## src/rtl/instruction_fetch.sv

```systemverilog
// rtl/instruction_fetch.sv - instruction fetch stage between program counter and decode
//
// Issues instruction-memory reads at the current PC, tracks in-flight reads,
// buffers returned instructions with their PCs in an in-order FIFO and hands
// them to decode over a valid/ready handshake. A redirect (flush) empties the
// FIFO and marks every in-flight read to be dropped on return.
//
// Optional feature macro: INSTRUCTION_FETCH_BYPASS_EN
//   When defined, a response arriving while the FIFO is empty is presented to
//   decode in the same cycle (zero-cycle latency). When undefined, the output
//   is taken from the FIFO only (one-cycle latency).
//
// Parameters:
//   MAX_OUTSTANDING  accepted reads awaiting a response (1..4)
//   FIFO_DEPTH       instruction/PC buffer entries (2..4), also bounds
//                    outstanding + buffered
//
// Ports:
//   clk            clock, all state on rising edge
//   reset_n        asynchronous active-low reset
//   pc             current PC from the program counter
//   pc_count       advance PC by 4 (request accepted this cycle)
//   flush          redirect this cycle
//   mem_req_valid  read request valid
//   mem_req_ready  memory accepts request
//   mem_req_addr   read address (pc passed through)
//   mem_rsp_valid  read data valid, in request order
//   mem_rsp_data   instruction word
//   out_valid      instruction available to decode
//   out_ready      decode accepts
//   out_instr      instruction word
//   out_pc         address the instruction was fetched from

module instruction_fetch #(
    parameter int MAX_OUTSTANDING = 2,
    parameter int FIFO_DEPTH      = 2
) (
    input  logic        clk,
    input  logic        reset_n,
    input  logic [31:0] pc,
    output logic        pc_count,
    input  logic        flush,
    output logic        mem_req_valid,
    input  logic        mem_req_ready,
    output logic [31:0] mem_req_addr,
    input  logic        mem_rsp_valid,
    input  logic [31:0] mem_rsp_data,
    output logic        out_valid,
    input  logic        out_ready,
    output logic [31:0] out_instr,
    output logic [31:0] out_pc
);

    localparam int OW = $clog2(MAX_OUTSTANDING + 1);
    localparam int CW = $clog2(FIFO_DEPTH + 1);
    localparam int SW = $clog2(MAX_OUTSTANDING + FIFO_DEPTH + 1);
    localparam int AW = (MAX_OUTSTANDING > 1) ? $clog2(MAX_OUTSTANDING) : 1;
    localparam int FW = $clog2(FIFO_DEPTH);

    logic [OW-1:0] outstanding;
    logic [OW-1:0] discard;

    logic [31:0]   aq_mem [MAX_OUTSTANDING];
    logic [AW-1:0] aq_wr;
    logic [AW-1:0] aq_rd;
    logic [31:0]   aq_head;

    logic [31:0]   fifo_instr [FIFO_DEPTH];
    logic [31:0]   fifo_pc    [FIFO_DEPTH];
    logic [FW-1:0] f_wr;
    logic [FW-1:0] f_rd;
    logic [CW-1:0] fifo_count;

    logic credit_ok;
    logic accept;
    logic rsp;
    logic rsp_keep;
    logic fifo_empty;
    logic fifo_push;
    logic fifo_pop;
    logic byp;

    function automatic logic [AW-1:0] aq_inc(input logic [AW-1:0] p);
        return (p == AW'(MAX_OUTSTANDING - 1)) ? '0 : p + AW'(1);
    endfunction

    function automatic logic [FW-1:0] f_inc(input logic [FW-1:0] p);
        return (p == FW'(FIFO_DEPTH - 1)) ? '0 : p + FW'(1);
    endfunction

    // Credits are computed from registered counts only, so a pop or response
    // frees a slot for the following cycle rather than combinationally.
    assign credit_ok = (outstanding < OW'(MAX_OUTSTANDING)) &&
                       ((SW'(outstanding) + SW'(fifo_count)) < SW'(FIFO_DEPTH));

    // reset_n gating keeps the request quiet while reset is held.
    assign mem_req_valid = reset_n && !flush && credit_ok;
    assign accept        = mem_req_valid && mem_req_ready;
    assign pc_count      = accept;
    assign mem_req_addr  = pc;

    // A stray response with nothing in flight is ignored rather than
    // corrupting the counters and the address queue.
    assign rsp        = mem_rsp_valid && (outstanding != '0);
    assign rsp_keep   = rsp && (discard == '0) && !flush;
    assign fifo_empty = (fifo_count == '0);
    assign aq_head    = aq_mem[aq_rd];

    always_comb begin
        byp       = 1'b0;
        fifo_push = rsp_keep;
`ifdef INSTRUCTION_FETCH_BYPASS_EN
        byp       = rsp_keep && fifo_empty;
        fifo_push = rsp_keep && !(byp && out_ready);
`endif
        out_valid = !fifo_empty || byp;
        out_instr = byp ? mem_rsp_data : fifo_instr[f_rd];
        out_pc    = byp ? aq_head      : fifo_pc[f_rd];
        fifo_pop  = !fifo_empty && out_ready;
    end

    always_ff @(posedge clk or negedge reset_n) begin
        if (!reset_n) begin
            outstanding <= '0;
            discard     <= '0;
            aq_wr       <= '0;
            aq_rd       <= '0;
        end else begin
            if (accept && !rsp) begin
                outstanding <= outstanding + OW'(1);
            end else if (!accept && rsp) begin
                outstanding <= outstanding - OW'(1);
            end

            // On a redirect every read still in flight after this edge is
            // stale; that already covers any earlier pending discards.
            if (flush) begin
                discard <= outstanding + OW'(accept) - OW'(rsp);
            end else if (rsp && (discard != '0)) begin
                discard <= discard - OW'(1);
            end

            if (accept) begin
                aq_wr <= aq_inc(aq_wr);
            end
            // Dropped responses still pop so the queue stays aligned.
            if (rsp) begin
                aq_rd <= aq_inc(aq_rd);
            end
        end
    end

    always_ff @(posedge clk) begin
        if (accept) begin
            aq_mem[aq_wr] <= pc;
        end
    end

    always_ff @(posedge clk or negedge reset_n) begin
        if (!reset_n) begin
            for (int i = 0; i < FIFO_DEPTH; i++) begin
                fifo_instr[i] <= '0;
                fifo_pc[i]    <= '0;
            end
            f_wr       <= '0;
            f_rd       <= '0;
            fifo_count <= '0;
        end else if (flush) begin
            f_wr       <= '0;
            f_rd       <= '0;
            fifo_count <= '0;
        end else begin
            if (fifo_push) begin
                fifo_instr[f_wr] <= mem_rsp_data;
                fifo_pc[f_wr]    <= aq_head;
                f_wr             <= f_inc(f_wr);
            end
            if (fifo_pop) begin
                f_rd <= f_inc(f_rd);
            end
            if (fifo_push && !fifo_pop) begin
                fifo_count <= fifo_count + CW'(1);
            end else if (!fifo_push && fifo_pop) begin
                fifo_count <= fifo_count - CW'(1);
            end
        end
    end

`ifndef SYNTHESIS
    always @(posedge clk) begin
        if (reset_n && mem_rsp_valid) begin
            assert (outstanding != '0)
            else $error("instruction_fetch: response with no outstanding read");
        end
    end
`endif

endmodule

```

## config.mk

```make
export PLATFORM = sky130hd
export DESIGN_NAME = instruction_fetch
export DESIGN_NICKNAME = d
export VERILOG_FILES = /design/src/rtl/instruction_fetch.sv
export SDC_FILE = /design/constraint.sdc
export NUM_CORES = 1
export LEC_CHECK = 0
export CAP_MARGIN = 20
export CORE_ASPECT_RATIO = 1.5
export CORE_MARGIN = 3
export CORE_UTILIZATION = 43
export DETAILED_ROUTE_END_ITERATION = 7
export GPL_ROUTABILITY_DRIVEN = 0
export PLACE_DENSITY = 0.71
export SLEW_MARGIN = 10
export SYNTH_ARGS = -nofsm -noshare
export SYNTH_HDL_FRONTEND = slang
export SYNTH_SLANG_ARGS = --single-unit
```

## constraint.sdc

```tcl
create_clock -name clk -period 3.4 [get_ports clk]
set_clock_uncertainty 0.05 [all_clocks]
set_input_delay 0.51 -clock clk [delete_from_list [all_inputs] [get_ports clk]]
set_output_delay 0.51 -clock clk [all_outputs]
set_load 0.02 [all_outputs]
```

## Word level (Yosys, flattened, before mapping)

Memory sizes are Yosys's and may differ from the RTL's.
Index checks and enable logic that the tools add are counted.

| storage, ports and cells | value |
|---|---|
| flip-flop bits (word level) | 138 |
| memory bits (writable) | 64 |
| output and inout bits | 99 |
| word-level logic and storage cells | 89 |
| memories | 1 |

Memories:

| memory | words | bits a word | read ports | clocked after Yosys merged registers in | write ports | RTL line | RTL |
|---|---|---|---|---|---|---|---|
| aq_mem | 2 | 32 | 1 | 0 | 1 | 63 | `logic [31:0] aq_mem [MAX_OUTSTANDING];` |

| operators by class | value |
|---|---|
| $add $sub $neg | 12 |
| order comparisons | 5 |
| mux-type cells | 27 |
| bitwise logic cells | 3 |
| reductions and logical operators | 30 |

Operators by type and width:

| operator | number |
|---|---|
| 32-bit two-way mux | 7 |
| 64-bit bitwise mux | 2 |
| 32-bit demux with 1-bit select | 1 |
| 1-bit logical AND | 14 |
| 2-bit two-way mux | 7 |
| 2-bit nonzero test | 6 |
| 1-bit two-way mux | 10 |
| 1-bit zero test | 6 |
| 2-bit by 1-bit subtractor with 2-bit output (second input constant) | 3 |
| 1-bit adder (second input constant) | 4 |
| 2-bit by 1-bit adder with 2-bit output (second input constant) | 2 |
| 2-bit >= comparator (second input constant) | 2 |
| 2-bit zero test | 2 |
| 1-bit inverter with 2-bit output | 2 |
| 2-bit by 2-bit adder with 3-bit output | 1 |
| 3-bit by 2-bit < comparator with 1-bit output (second input constant) | 1 |
| 3-bit nonzero test | 1 |
| 2-bit by 1-bit adder with 2-bit output | 1 |
| 2-bit by 1-bit < comparator with 1-bit output (second input constant) | 1 |
| 2-bit < comparator (second input constant) | 1 |
| 2-bit AND reduction | 1 |
| 2-bit by 1-bit subtractor with 2-bit output | 1 |
| 1-bit inverter | 1 |

## Longest topological paths before layout

| logic depth | value |
|---|---|
| depth after elaboration | 9 |
| mapped depth | 10 |
| gate-level depth less buffers | 9 |

## Worst setup path after synthesis

OpenSTA, ideal clock, no wires.

| timing | value |
|---|---|
| path type | register -> register |
| start point | reg outstanding[0] |
| end point | mem aq_mem[0][0] (enable) |
| setup time | 0.421 ns |
| arrival | 2.947 ns |
| required time | 2.929 ns |
| path slack | -0.018 ns |
| stages on the path, launching flop included | 7 |
| path buffers | 1 |
| clock period less this slack | 3.418 ns |
| path through | dfrtp_1 > buf_2 > and2_1 > fa_1 > nor4b_1 > nand2_1 > nor2_1 |

| between the ends | value |
|---|---|
| longest elaborated chain between the ends | 7 |
| elaborated cells on any way between the ends | 8 |

Ends and longest elaborated chain:

| what | RTL line | RTL |
|---|---|---|
| start, declared | 60 | `logic [OW-1:0] outstanding;` |
| start signal, assigned | 130 | `outstanding <= outstanding + OW'(1);` |
| start signal, assigned | 132 | `outstanding <= outstanding - OW'(1);` |
| 2-bit by 2-bit adder with 3-bit output | 94 | `((SW'(outstanding) + SW'(fifo_count)) < SW'(FIFO_DEPTH));` |
| 3-bit by 2-bit < comparator with 1-bit output | 94 |  |
| 1-bit logical AND * | 93 | `assign credit_ok = (outstanding < OW'(MAX_OUTSTANDING)) &&` |
| 1-bit logical AND * | 97 | `assign mem_req_valid = reset_n && !flush && credit_ok;` |
| 1-bit logical AND * | 98 | `assign accept = mem_req_valid && mem_req_ready;` |
| 1-bit two-way mux * | 154 | `if (accept) begin` |
| 1-bit two-way mux (implied by the code) * | 155 | `aq_mem[aq_wr] <= pc;` |
| end, declared | 63 |  |

Every way passes the cells marked *; elsewhere a longest branch is shown, timed or not.

## Worst setup path in the final report

| timing | value |
|---|---|
| start point | reg outstanding[0] |
| end point | out mem_req_valid |

| between the ends | value |
|---|---|
| longest elaborated chain between the ends | 4 |
| elaborated cells on any way between the ends | 5 |

Ends and longest elaborated chain:

| what | RTL line | RTL |
|---|---|---|
| 2-bit by 2-bit adder with 3-bit output | 94 |  |
| 3-bit by 2-bit < comparator with 1-bit output | 94 |  |
| 1-bit logical AND * | 93 |  |
| 1-bit logical AND * | 97 |  |
| end, declared | 43 | `output logic mem_req_valid,` |

Marked as above.

==> results.json <==
{
  "status": "finished clean",
  "syn-cell-area_um2": 8940,
  "core_um2": 20400,
  "clk_path_buf_depth": 3,
  "worstPathArrival_ps": 2690,
  "end_kind": "output pin",
  "syn_avg_cell_area_um2": 16.6,
  "dieHeight_um": 183,
  "worstMarginPinSlew_ps": 929,
  "vdd_drop_max_uv": 435,
  "first_iter_violations": 137,
  "setup_viol": 0,
  "p_switching_mw": 2.73,
  "muxShareOfSynthArea": 0.307,
  "crit_type": "reg2out",
  "p_seq_frac": 0.379,
  "routed_wl_mm": 17.8,
  "grt_busiest_layer": "met2",
  "grt-ovfl-total": 0,
  "synth-simple-area-share": 0.0148,
  "gr-usage-met3": 0.0254,
  "ys_ff_latch": 202,
  "wl_per_cell_um": 18.5,
  "synth.top_cell.area_share": 0.386,
  "synth.net_count": 614,
  "rsz0062_at_grt": "no",
  "p_leak_nw": 4.89,
  "die_w_um": 124,
  "synth-async-reset-ratio": 0.683,
  "die-area_um2": 22600,
  "final_layout_size_suffix_gt1_frac": 0.393,
  "fin_crit_sh": 0.955,
  "fin_crit_ps": 3250,
  "ys_seq_area_frac": 0.601,
  "grt_pass1_wl_mm": 28.9,
  "nets": 759,
  "first_pass_iters": 4,
  "ys.flop_type": "dfrtp_1",
  "cts-buffers-inserted": 20,
  "swShare": 0.294,
  "timing.fmax_mhz": 308,
  "grt_util_all_layers": 0.161,
  "power_density_nw_per_um2": 818,
  "start_util": 0.438,
  "synth_compound_area_frac": 0.00966,
  "worstPathRequired_ps": 2840,
  "cts_root_buffer": "clkbuf_16",
  "syn2layout_area_growth_pct": 27.1,
  "cts_sinks": 202,
  "rows": 64,
  "drc": 0,
  "met1_usage": 0.187,
  "synth-edff-count": 64,
  "synth_top_family_by_area": "multiplexers",
  "setup_tns_ps": 0,
  "synth_cell_types": 38,
  "setup_slack_ps": 154,
  "final_common_cell": "clkdlybuf4s50_1",
  "clkPwrFrac": 0.239,
  "fin_util": 0.556,
  "ant_nets": 0,
  "power_frac_comb": 0.382,
  "cts_max_level": 1,
  "synth_top_area_cell": "dfrtp_1",
  "clk_latency_ps": 490,
  "numPortBuffers": 168,
  "hold_class": "in2async",
  "grt_pass1_vias": 5507,
  "diodes": 0,
  "dp_slack_ps": 317,
  "final_cell_mix": "clkdlybuf4s50_1, mux2_2, dfrtp_1, edfxtp_1, mux2_4",
  "critPathMaxFanout": 6,
  "drv_cap": 0,
  "relSlewSlack": 0.381,
  "antenna_found_initial": 0,
  "synth-xor-area-share": 0.00938,
  "via_per_inst": 5.04,
  "yosys_warnings": 0,
  "vias": 4848,
  "grt_max_degree": 73,
  "io_pins": 169,
  "hold_violations": 0,
  "cts_tree": "done",
  "synth_fa_ha_area_frac": 0.00784,
  "p_int_mw": 6.56,
  "clk_pin_slew_ps": 60,
  "synth.area.top_cells": "dfrtp_1, edfxtp_1, mux2_2, mux2_4, buf_4",
  "slew_violations": 0,
  "hpwl_mm": 11.7,
  "use_met2": 0.298,
  "start_kind": "flip-flop",
  "netlist_instances": 539
}
-- sequential cells by signal, summed over array words and instances, names as in the netlist --
| signal | flops |
|---|---|
| discard | 2 |
| aq_rd | 1 |
| outstanding | 2 |
| fifo_instr | 64 |
| fifo_pc | 64 |
| aq_mem | 64 |
| f_rd | 1 |
| fifo_count | 2 |
| aq_wr | 1 |
| f_wr | 1 |
-- metal layers --
| metal | routed length (um) | share of wire |
|---|---|---|
| met1 | 6950 | 0.39 |
| met4 | 376 | 0.021 |
| met5 | 0 | 0 |
| met2 | 9620 | 0.54 |
| met3 | 861 | 0.048 |
-- power groups by stage --
stage	sequential [mW]	clock, mW	combinational, mW
3_3_place_gp	3.51	0	3.52
4_1_cts	3.52	2.29	3.61
3_5_place_dp	3.56	0	3.58
6_report	3.52	2.22	3.55
5_1_grt	3.60	2.39	3.79
2_1_floorplan	3.42	0	2.37
-- cell families after synthesis --
group           after synthesis
mux                         224
flops                       202
buf+inv                      66
simple gates                 24
compound gates               10
xor+xnor                      8
fa+ha+maj                     5
-- Yosys cell counts, types with 2 or more instances --
| cell type | count |
|---|---|
| buf_4 | 39 |
| xor2_1 | 4 |
| ha_1 | 4 |
| nor2b_1 | 2 |
| xnor2_1 | 3 |
| inv_1 | 7 |
| dfrtp_1 | 138 |
| edfxtp_1 | 64 |
| buf_2 | 2 |
| nor3_1 | 2 |
| buf_6 | 6 |
| and3_1 | 2 |
| mux2_4 | 60 |
| mux2_2 | 164 |
| nor2_1 | 4 |
| nand2_1 | 4 |
| or3_1 | 2 |
| clkbuf_1 | 12 |
-- layout make-up --
| type | instances | area [um2] |
|---|---|---|
| Fill cell | 1616 | 9060 |
| Sequential cell | 202 | 5380 |
| Multi-Input combinational cell | 271 | 3150 |
| Timing Repair Buffer | 182 | 1820 |
| Clock buffer | 30 | 579 |
| Tap cell | 264 | 330 |
| Clock inverter | 6 | 77.6 |
| Inverter | 7 | 26.3 |
-- final timing paths --
kind / start / end / slack (ps) / cells past startpoint
worst max register to register: outstanding[0] / aq_mem[0][14] / 840 / 6
worst max-delay path: outstanding[0] / mem_req_valid / 150 / 5
min in group clk: fifo_instr[13] / fifo_instr[13] / 450 / 1
worst min-delay path: reset_n / fifo_pc[4] / 150 / 2
max in group asynchronous: reset_n / fifo_instr[38] / 1670 / 3
worst min register to register: fifo_instr[13] / fifo_instr[13] / 450 / 1
-- through the flow --
| step | std cells | instance area (um2) | power [mW] | hold slack (ps) |
|---|---|---|---|---|
| after floorplan | 539 | 8940 | 5.79 | 164 |
| after global placement | 926 | 10700 | 7.02 | 433 |
| after detailed placement | 926 | 10700 | 7.14 | 441 |
| after CTS | 962 | 11400 | 9.42 | 185 |
| after global routing | 962 | 11400 | 9.78 | 221 |
| final | 962 | 11400 | 9.29 | 153 |
-- repair_timing --
| action | CTS | global route |
|---|---|---|
| setup buffers | 0 | 0 |
| hold buffers | 0 | 0 |
| endpoints found under the setup margin | 1 | 0 |
| gates resized for setup | 2 | 0 |
-- critical path: stages, from the launching register on --
cell	delay, ps
dfrtp_1	460
and2_1	200
fa_1	440
nor4b_2	300
nor2b_1	180
clkdlybuf4s50_1	610
Power figures use the tool's default switching activity.
